### src/rtl/mem_access.sv
// Memory-access pipeline stage: SRAM and memory-mapped UART accesses with an
// upstream stall while the access is in flight.
module mem_access (
    input  logic        emi_clk,
    input  logic        emi_rst,
    input  logic [15:0] mmi_instr,
    input  logic [15:0] mmi_pc,
    input  logic [15:0] mmi_data,
    input  logic [3:0]  mmi_wreg_addr,
    input  logic [15:0] mmi_mem_addr,
    input  logic [1:0]  mmi_rwe,
    output logic [15:0] mmo_instr,
    output logic [15:0] mmo_pc,
    output logic [15:0] mmo_data,
    output logic [3:0]  mmo_wreg_addr,
    output logic        mmo_stall,
    output logic [15:0] ram_addr,
    output logic [15:0] ram_wdata,
    input  logic [15:0] ram_rdata,
    output logic        ram_ce_n,
    output logic        ram_oe_n,
    output logic        ram_we_n,
    input  logic        uart_rx_valid,
    input  logic [7:0]  uart_rx_data,
    output logic        uart_rx_pop,
    input  logic        uart_tx_ready,
    output logic [7:0]  uart_tx_data,
    output logic        uart_tx_push
);

    localparam int unsigned DW = 16;
    localparam int unsigned BW = 8;
    localparam logic [DW-1:0] UART_DATA_ADDR = 16'hBF00;
    localparam logic [DW-1:0] UART_STAT_ADDR = 16'hBF01;
    localparam logic [1:0]    RWE_RD = 2'b01;
    localparam logic [1:0]    RWE_WR = 2'b10;

    typedef enum logic [2:0] {IDLE, RD1, RD2, WR1, WR2, UART, DONE} state_t;

    state_t        state, next_state;
    logic          op_wr;
    logic [DW-1:0] result;
    logic          req;
    logic          req_uart;
    logic          tx_wait;

    assign mmo_instr     = mmi_instr;
    assign mmo_pc        = mmi_pc;
    assign mmo_wreg_addr = mmi_wreg_addr;

    assign req      = (mmi_rwe == RWE_RD) || (mmi_rwe == RWE_WR);
    assign req_uart = (mmi_mem_addr == UART_DATA_ADDR) || (mmi_mem_addr == UART_STAT_ADDR);
    // A UART data write parks in UART until the transmitter can take the byte.
    assign tx_wait  = op_wr && (ram_addr == UART_DATA_ADDR) && !uart_tx_ready;

    always_ff @(posedge emi_clk or negedge emi_rst) begin
        if (!emi_rst) begin
            state <= IDLE;
        end else begin
            state <= next_state;
        end
    end

    // Next-state, stall and result forwarding.
    always_comb begin
        next_state = state;
        mmo_stall  = 1'b0;
        mmo_data   = mmi_data;
        case (state)
            IDLE: begin
                mmo_stall = req;
                if (req) begin
                    if (req_uart) begin
                        next_state = UART;
                    end else if (mmi_rwe == RWE_WR) begin
                        next_state = WR1;
                    end else begin
                        next_state = RD1;
                    end
                end
            end
            RD1: begin
                mmo_stall  = 1'b1;
                next_state = RD2;
            end
            RD2: begin
                mmo_stall  = 1'b1;
                next_state = DONE;
            end
            WR1: begin
                mmo_stall  = 1'b1;
                next_state = WR2;
            end
            WR2: begin
                mmo_stall  = 1'b1;
                next_state = DONE;
            end
            UART: begin
                mmo_stall = 1'b1;
                if (!tx_wait) begin
                    next_state = DONE;
                end
            end
            DONE: begin
                mmo_data   = op_wr ? mmi_data : result;
                next_state = IDLE;
            end
            default: next_state = IDLE;
        endcase
        if (!emi_rst) begin
            mmo_stall = 1'b0;
        end
    end

    // SRAM strobes are flops fed from the next-state decode, so they never glitch.
    always_ff @(posedge emi_clk or negedge emi_rst) begin
        if (!emi_rst) begin
            ram_ce_n <= 1'b1;
            ram_oe_n <= 1'b1;
            ram_we_n <= 1'b1;
        end else begin
            ram_ce_n <= !((next_state == RD1) || (next_state == RD2) ||
                          (next_state == WR1) || (next_state == WR2));
            ram_oe_n <= !((next_state == RD1) || (next_state == RD2));
            ram_we_n <= !(next_state == WR1);
        end
    end

    // Address/data capture, read result and UART handshakes.
    always_ff @(posedge emi_clk or negedge emi_rst) begin
        if (!emi_rst) begin
            ram_addr     <= '0;
            ram_wdata    <= '0;
            op_wr        <= 1'b0;
            result       <= '0;
            uart_rx_pop  <= 1'b0;
            uart_tx_push <= 1'b0;
            uart_tx_data <= '0;
        end else begin
            uart_rx_pop  <= 1'b0;
            uart_tx_push <= 1'b0;
            if ((state == IDLE) && req) begin
                ram_addr  <= mmi_mem_addr;
                ram_wdata <= mmi_data;
                op_wr     <= (mmi_rwe == RWE_WR);
            end
            if (state == RD2) begin
                result <= ram_rdata;
            end
            if ((state == UART) && !tx_wait) begin
                if (op_wr) begin
                    if (ram_addr == UART_DATA_ADDR) begin
                        uart_tx_push <= 1'b1;
                        uart_tx_data <= ram_wdata[BW-1:0];
                    end
                end else if (ram_addr == UART_DATA_ADDR) begin
                    if (uart_rx_valid) begin
                        result      <= DW'(uart_rx_data);
                        uart_rx_pop <= 1'b1;
                    end else begin
                        result <= '0;
                    end
                end else begin
                    result <= DW'({uart_rx_valid, uart_tx_ready});
                end
            end
        end
    end

endmodule
### config.mk
export PLATFORM = sky130hd
export DESIGN_NAME = mem_access
export DESIGN_NICKNAME = d
export VERILOG_FILES = /design/src/rtl/mem_access.sv
export SDC_FILE = /design/constraint.sdc
export NUM_CORES = 1
export LEC_CHECK = 0
export BUFFER_PORTS_ARGS = -buffer_cell sky130_fd_sc_hd__clkbuf_2
export CAP_MARGIN = 10
export CORE_UTILIZATION = 47
export CTS_CLUSTER_SIZE = 24
export DETAILED_ROUTE_END_ITERATION = 7
export PLACE_DENSITY = 0.87
export SETUP_SLACK_MARGIN = 0.05
export SYNTH_ARGS = -nofsm -noshare
export SYNTH_HDL_FRONTEND = slang
export SYNTH_SLANG_ARGS = --single-unit
### constraint.sdc
create_clock -name emi_clk -period 4.05 [get_ports emi_clk]
set_input_delay 0.2025 -clock emi_clk [delete_from_list [all_inputs] [get_ports emi_clk]]
set_output_delay 0.2025 -clock emi_clk [all_outputs]
set_load 0.03 [all_outputs]
==> qor.txt, run 1 <==
run status: complete, no violations
ys async rst share: 100%
critical path class: register to register
Port Buffers: 123
Final period util: 58.9%
Mapped Avg Cell Area: 12.7 um^2
hold crit path type: input pin to async pin
cts hold-fix bufs: 0
min Tclk post-route: 2.39 ns
proportion of power drawn by combinational gates: 47.1%
Post-Syn Area: 3270 um^2
Top FF cell, synth: dfrtp_1
fillers: 579
Worst-Margin Slew: 1.14 ns
EDFF count, synth: 0
syn_nets: 357
DRC: 0
clock root buffer: clkbuf_8
CTS tree: built
internal power: 0.00182 W
synthesized instance count: 258
Resize count post-CTS: 0
via count: 2,299
Die Ht: 85.4 um
Switch Pwr: 0.00137 W
post-DR vias/cell: 5.31
Post-Route WL: 7.30 mm
layout cells sized above 1: 59.8%
max_slew headroom: 23.9%
Final Cell Area: 3850 um^2
final cell count without fillers: 433
Tot GR Track Use: 20.6%
Area after DPL: 3660 um^2
core box area: 6760 um^2
Inserted Diodes: 0
Critical Path AT: 2.60 ns
Total Power: 0.00319 W
Final Hold Viols: 0
Final TNS setup: 0 ns
DP Wirelength: 5.31 mm
Crit. End Element: register
Final Wtd Congestion: 0.745
Peak Freq: 419 MHz
#FFs+latches synth: 65
Seq/Total Area, Yosys: 49.9%
placed insts: 418
CP startpoint kind: register
global route overflow: 0
Final nets: 448
PD cells: 827 nW/um^2
num ports: 196
clk sinks: 65
# setup viols final: 0
die footprint: 7290 um^2
Clock Power Share: 17.2%
DR WL/cell: 16.9 um
post-route ant nets: 0
# H-tree levels: 3
LEAKAGE: 1.88 nW
Final Skew: 0.00614 ns
Crit path required time: 4.27 ns
Slew Limit Fails: 0
row count: 30
Pre-Repair DR Iteration Count: 4
sequential share of power: 35.7%
postcts setup bufs: 0
CTS buffer count: 9
peak supply drop: 0.000414 V
fin util: 57.0%
unrepaired setup endpoints after global routing: no
maximum fanout along the worst path: 22
die width: 85.4 um
clk slew on worst S/H paths: 0.07 ns
vias in the first global route: 2,221
Initial DRC Count: 78
sw frac: 43.0%
initial antenna violation count: 0
Clock Latency Late Sink: 0.33 ns
Initial Utilization: 48.3%
first-pass GRT wire length: 11.1 mm
Warnings, synthesis: 0
Cell variety after synth: 41
maxcap violations: 0
clock buffer depth: 2
largest net degree at the start of global routing: 66
area grow syn2layout: 18.0%
[cell usage after synthesis, types with 3 or more instances]
| cell | number | area, um^2 |
|---|---|---|
| dfrtp_1 | 62 | 1550 |
| mux2_2 | 49 | 552 |
| buf_4 | 40 | 300 |
| nand2_1 | 22 | 82.6 |
| a21oi_1 | 11 | 55.1 |
| mux2_4 | 8 | 120 |
| mux2i_1 | 8 | 80.1 |
| o2bb2ai_1 | 6 | 52.6 |
| nor2_1 | 5 | 18.8 |
| buf_6 | 4 | 45.0 |
| dfstp_2 | 3 | 78.8 |
[cell usage in the layout, fill, tap and decap left out, drive strengths merged]
master / synthesis / final
buf: 47 / 5
a21oi: 11 / 11
o311ai: 1 / 1
nand4: 3 / 3
nand3: 2 / 2
clkbuf: 0 / 134
dfrtp: 62 / 62
mux2i: 8 / 8
and4: 1 / 1
o21ai: 2 / 2
nor4: 2 / 2
nor2: 7 / 7
o2bb2ai: 6 / 6
nor4b: 3 / 3
and4b: 1 / 1
and2: 2 / 2
o22ai: 2 / 2
a211oi: 1 / 1
and3b: 1 / 1
nand2: 22 / 22
nor2b: 2 / 2
clkinv: 0 / 2
o31ai: 1 / 1
and4bb: 2 / 2
nor3: 2 / 2
nor3b: 2 / 2
mux2: 57 / 57
ha: 1 / 1
bufinv: 0 / 1
or2: 1 / 1
o21a: 1 / 1
inv: 2 / 2
dfstp: 3 / 3
[per-stage QoR]
| stage | hold WS [ns] | setup WS, ns |
|---|---|---|
| final | 0.0603 | 1.66 |
| after global routing | 0.0492 | 1.48 |
| after CTS | 0.0609 | 1.63 |
| after detailed placement | 0.405 | 1.61 |
| after global placement | 0.405 | 1.71 |
| after floorplan | -0.0931 | 2.28 |
[layer usage]
layer / GRT usage (%) / up-vias / share of wire (%)
met1: 24.7 / 1111 / 44
met3: 7.49 / 12 / 6.6
li1: - / 1060 / -
met4: 8.48 / 0 / 1.1
met2: 33.7 / 116 / 48
met5: 0 / - / 0
[power by group through the flow]
stage / clock (W) / combinational, W / sequential (W)
after floorplan: 0 / 0.000893 / 0.00142
after global placement: 0 / 0.00148 / 0.00113
after detailed placement: 0 / 0.00151 / 0.00115
after CTS: 0.000563 / 0.00152 / 0.00114
after global routing: 0.000596 / 0.00160 / 0.00117
final: 0.000547 / 0.00150 / 0.00114
[state kept, by name (all words and copies together) (netlist names)]
register / cells
ram_ce_n: 1
result: 16
state: 3
op_wr: 1
ram_addr: 16
uart_tx_push: 1
ram_wdata: 16
ram_oe_n: 1
uart_rx_pop: 1
uart_tx_data: 8
ram_we_n: 1
[worst paths after layout]
check,start,endpoint,slack (ns),cells after the start
min reg2reg,ram_wdata[13],ram_wdata[13],0.50,1
min in group emi_clk,ram_rdata[12],result[12],0.08,3
max in group asynchronous,emi_rst,ram_addr[15],3.43,2
max,state[0],ram_addr[5],1.66,3
max reg2reg,state[0],ram_addr[5],1.66,3
min,emi_rst,result[4],0.06,2
[cell type report]
class / count / area (um^2) / area share, %
clock buffer: 12 / 155 / 4.03
clock inverter: 3 / 40.0 / 1.04
inverter: 2 / 7.51 / 0.195
multi-input combinational: 144 / 1270 / 33.1
sequential: 65 / 1630 / 42.3
tap: 80 / 100 / 2.60
timing repair buffer: 127 / 646 / 16.8
[worst max-delay path: stages, from the launching register on]
cell and delay (ns):
dfrtp_1 0.50, nor4_4 0.94, buf_4 0.43, mux2_2 0.38
[cell families after synthesis]
kind of cell,Yosys count,synth area share [%]
muxes,65,23.0
and+or+nand+nor,53,10.5
AOI/OAI and AO/OA,25,4.94
DFF,65,49.9
adders and majority gates,1,0.383
buffers and inverters,49,11.2
Note: power is estimated with default switching activity, not from simulation.
==> run 2: changes to the inputs <==
--- a/config.mk
+++ b/config.mk
@@ -7,10 +7,10 @@
 export LEC_CHECK = 0
 export BUFFER_PORTS_ARGS = -buffer_cell sky130_fd_sc_hd__clkbuf_2
 export CAP_MARGIN = 10
-export CORE_UTILIZATION = 47
+export CORE_UTILIZATION = 39
 export CTS_CLUSTER_SIZE = 24
 export DETAILED_ROUTE_END_ITERATION = 7
-export PLACE_DENSITY = 0.87
+export PLACE_DENSITY = 0.77
 export SETUP_SLACK_MARGIN = 0.05
 export SYNTH_ARGS = -nofsm -noshare
 export SYNTH_HDL_FRONTEND = slang
==> constraint.sdc (replaced) <==
create_clock -name emi_clk -period 2 [get_ports emi_clk]
set_input_delay 0.1 -clock emi_clk [delete_from_list [all_inputs] [get_ports emi_clk]]
set_output_delay 0.1 -clock emi_clk [all_outputs]
set_load 0.03 [all_outputs]
==> run 2 against run 1 <==
  * The flow now finishes with violations (hold timing)
  * First-iteration DRC count decreased by 53%
  * Sequential share of layout area decreased by 3.5 points
  * Clock-buffer cell count decreased by 1
  * Design area increased by 9.2%
  * Non-clock buffer count increased by 34
  * Wire length increased by 9.7%
  * Cell count increased by 14%
  * Worst hold slack got worse by 0.097 ns
  * Global-route usage decreased by 1.6 points
  * Largest power group unchanged
==> qor.txt, run 2 (synthesis gave the netlist of run 1 again) <==
run status: finished, violations left
failing checks: hold timing
placed insts: 447
Crit path required time: 1.90 ns
Tot GR Track Use: 19.0%
clock buffer depth: 2
Post-Route WL: 8.01 mm
DR WL/cell: 16.2 um
Final Skew: 0.00840 ns
Final nets: 482
critical path class: register to output port
die footprint: 8740 um^2
LEAKAGE: 2.02 nW
fin util: 51.5%
DRC: 0
Place WS: 0.116 ns
Slew Limit Fails: 0
CTS buffer count: 9
post-route ant nets: 0
Final WS setup: 0.140 ns
min Tclk post-route: 1.86 ns
CTS tree: built
most frequent cells in the layout: clkbuf_2, dfrtp_1, mux2_2
layout cells sized above 1: 57.5%
PD cells: 1570 nW/um^2
# H-tree levels: 3
max_slew headroom: 44.2%
Final Wtd Congestion: 0.723
Initial Utilization: 39.9%
commonest non-fill, non-tap cell in the layout: clkbuf_2
maxcap violations: 0
Inserted Diodes: 0
clk slew on worst S/H paths: 0.07 ns
die width: 93.5 um
row count: 33
Final period util: 93.0%
Pre-Repair DR Iteration Count: 4
Final Hold Viols: 32
core box area: 8180 um^2
post-DR vias/cell: 5.02
clk sinks: 65
top flop regs: ram_addr x16, ram_wdata x16, result x16
Crit. End Element: output port
clock root buffer: clkbuf_8
first-pass GRT wire length: 12.5 mm
Peak Freq: 538 MHz
global route overflow: 0
# setup viols final: 0
Critical Path AT: 1.76 ns
num ports: 196
final cell count without fillers: 493
initial antenna violation count: 0
area grow syn2layout: 28.9%
maximum fanout along the worst path: 11
Initial DRC Count: 37
via count: 2,473
worst hold margin: -0.0370 ns
vias in the first global route: 2,534
unrepaired setup endpoints after global routing: yes
Die Ht: 93.5 um
peak supply drop: 0.000972 V
Worst-Margin Slew: 0.837 ns
largest net degree at the start of global routing: 66
hold crit path type: input pin to async pin
Port Buffers: 123
CP startpoint kind: register
DP Wirelength: 5.57 mm
Final TNS setup: 0 ns
Clock Latency Late Sink: 0.33 ns
[run 2: timing repair]
item | 4_1_cts | 5_1_grt
setup buffers | 2 | 3
endpoints found under the setup margin | 16 | 16
endpoints found under the hold margin | 25 | 0
hold buffers | 25 | 0
gates resized for setup | 5 | 0
[run 2: per-layer routing]
| metal | up-vias | global-route usage, % | wire, um |
|---|---|---|---|
| met1 | 1197 | 22.7 | 3240 |
| met3 | 20 | 5.20 | 537 |
| met2 | 119 | 32.8 | 4130 |
| met5 | - | 0 | 0 |
| li1 | 1137 | - | - |
| met4 | 0 | 6.54 | 102 |
[run 2: power by group]
part	internal [W]	switching [W]	total, W	leakage, nW
Clock	0.000575	0.000497	0.00107	0.0933
Combinational	0.00130	0.00198	0.00328	1.13
Sequential	0.00188	0.000395	0.00227	0.793
[run 2: worst paths after layout]
| path | start | endpoint | slack, ns | depth (start not counted) |
|---|---|---|---|---|
| setup reg to reg | ram_addr[1] | uart_tx_data[7] | 0.15 | 4 |
| max in group asynchronous | emi_rst | state[1] | 1.46 | 2 |
| hold reg to reg | ram_wdata[12] | ram_wdata[12] | 0.51 | 1 |
| setup / recovery | op_wr | mmo_data[15] | 0.14 | 4 |
| hold / removal | emi_rst | uart_tx_push | -0.04 | 2 |
| min in group emi_clk | mmi_data[5] | ram_wdata[5] | 0.02 | 2 |
[run 2: stage by stage]
stage	total power (W)	instance area, um^2
after floorplan	0.00467	3270
after global placement	0.00535	3720
after detailed placement	0.00545	3720
after CTS	0.00665	4190
after global routing	0.00701	4210
final	0.00662	4210
[run 2: area by class of cell]
class                           instances  area (um^2)
Fill cell                             750         3970
Inverter                                2         7.51
Tap cell                              105          131
Clock inverter                          5         56.3
Sequential cell                        65         1630
Timing Repair Buffer                  161          967
Multi-Input combinational cell        144         1280
Clock buffer                           11          131
[run 2: worst max-delay path, stage by stage (launching register included)]
cell and delay, ns:
dfrtp_1 0.44, nor3_4 0.24, buf_6 0.20, mux2_2 0.35, clkbuf_2 0.18
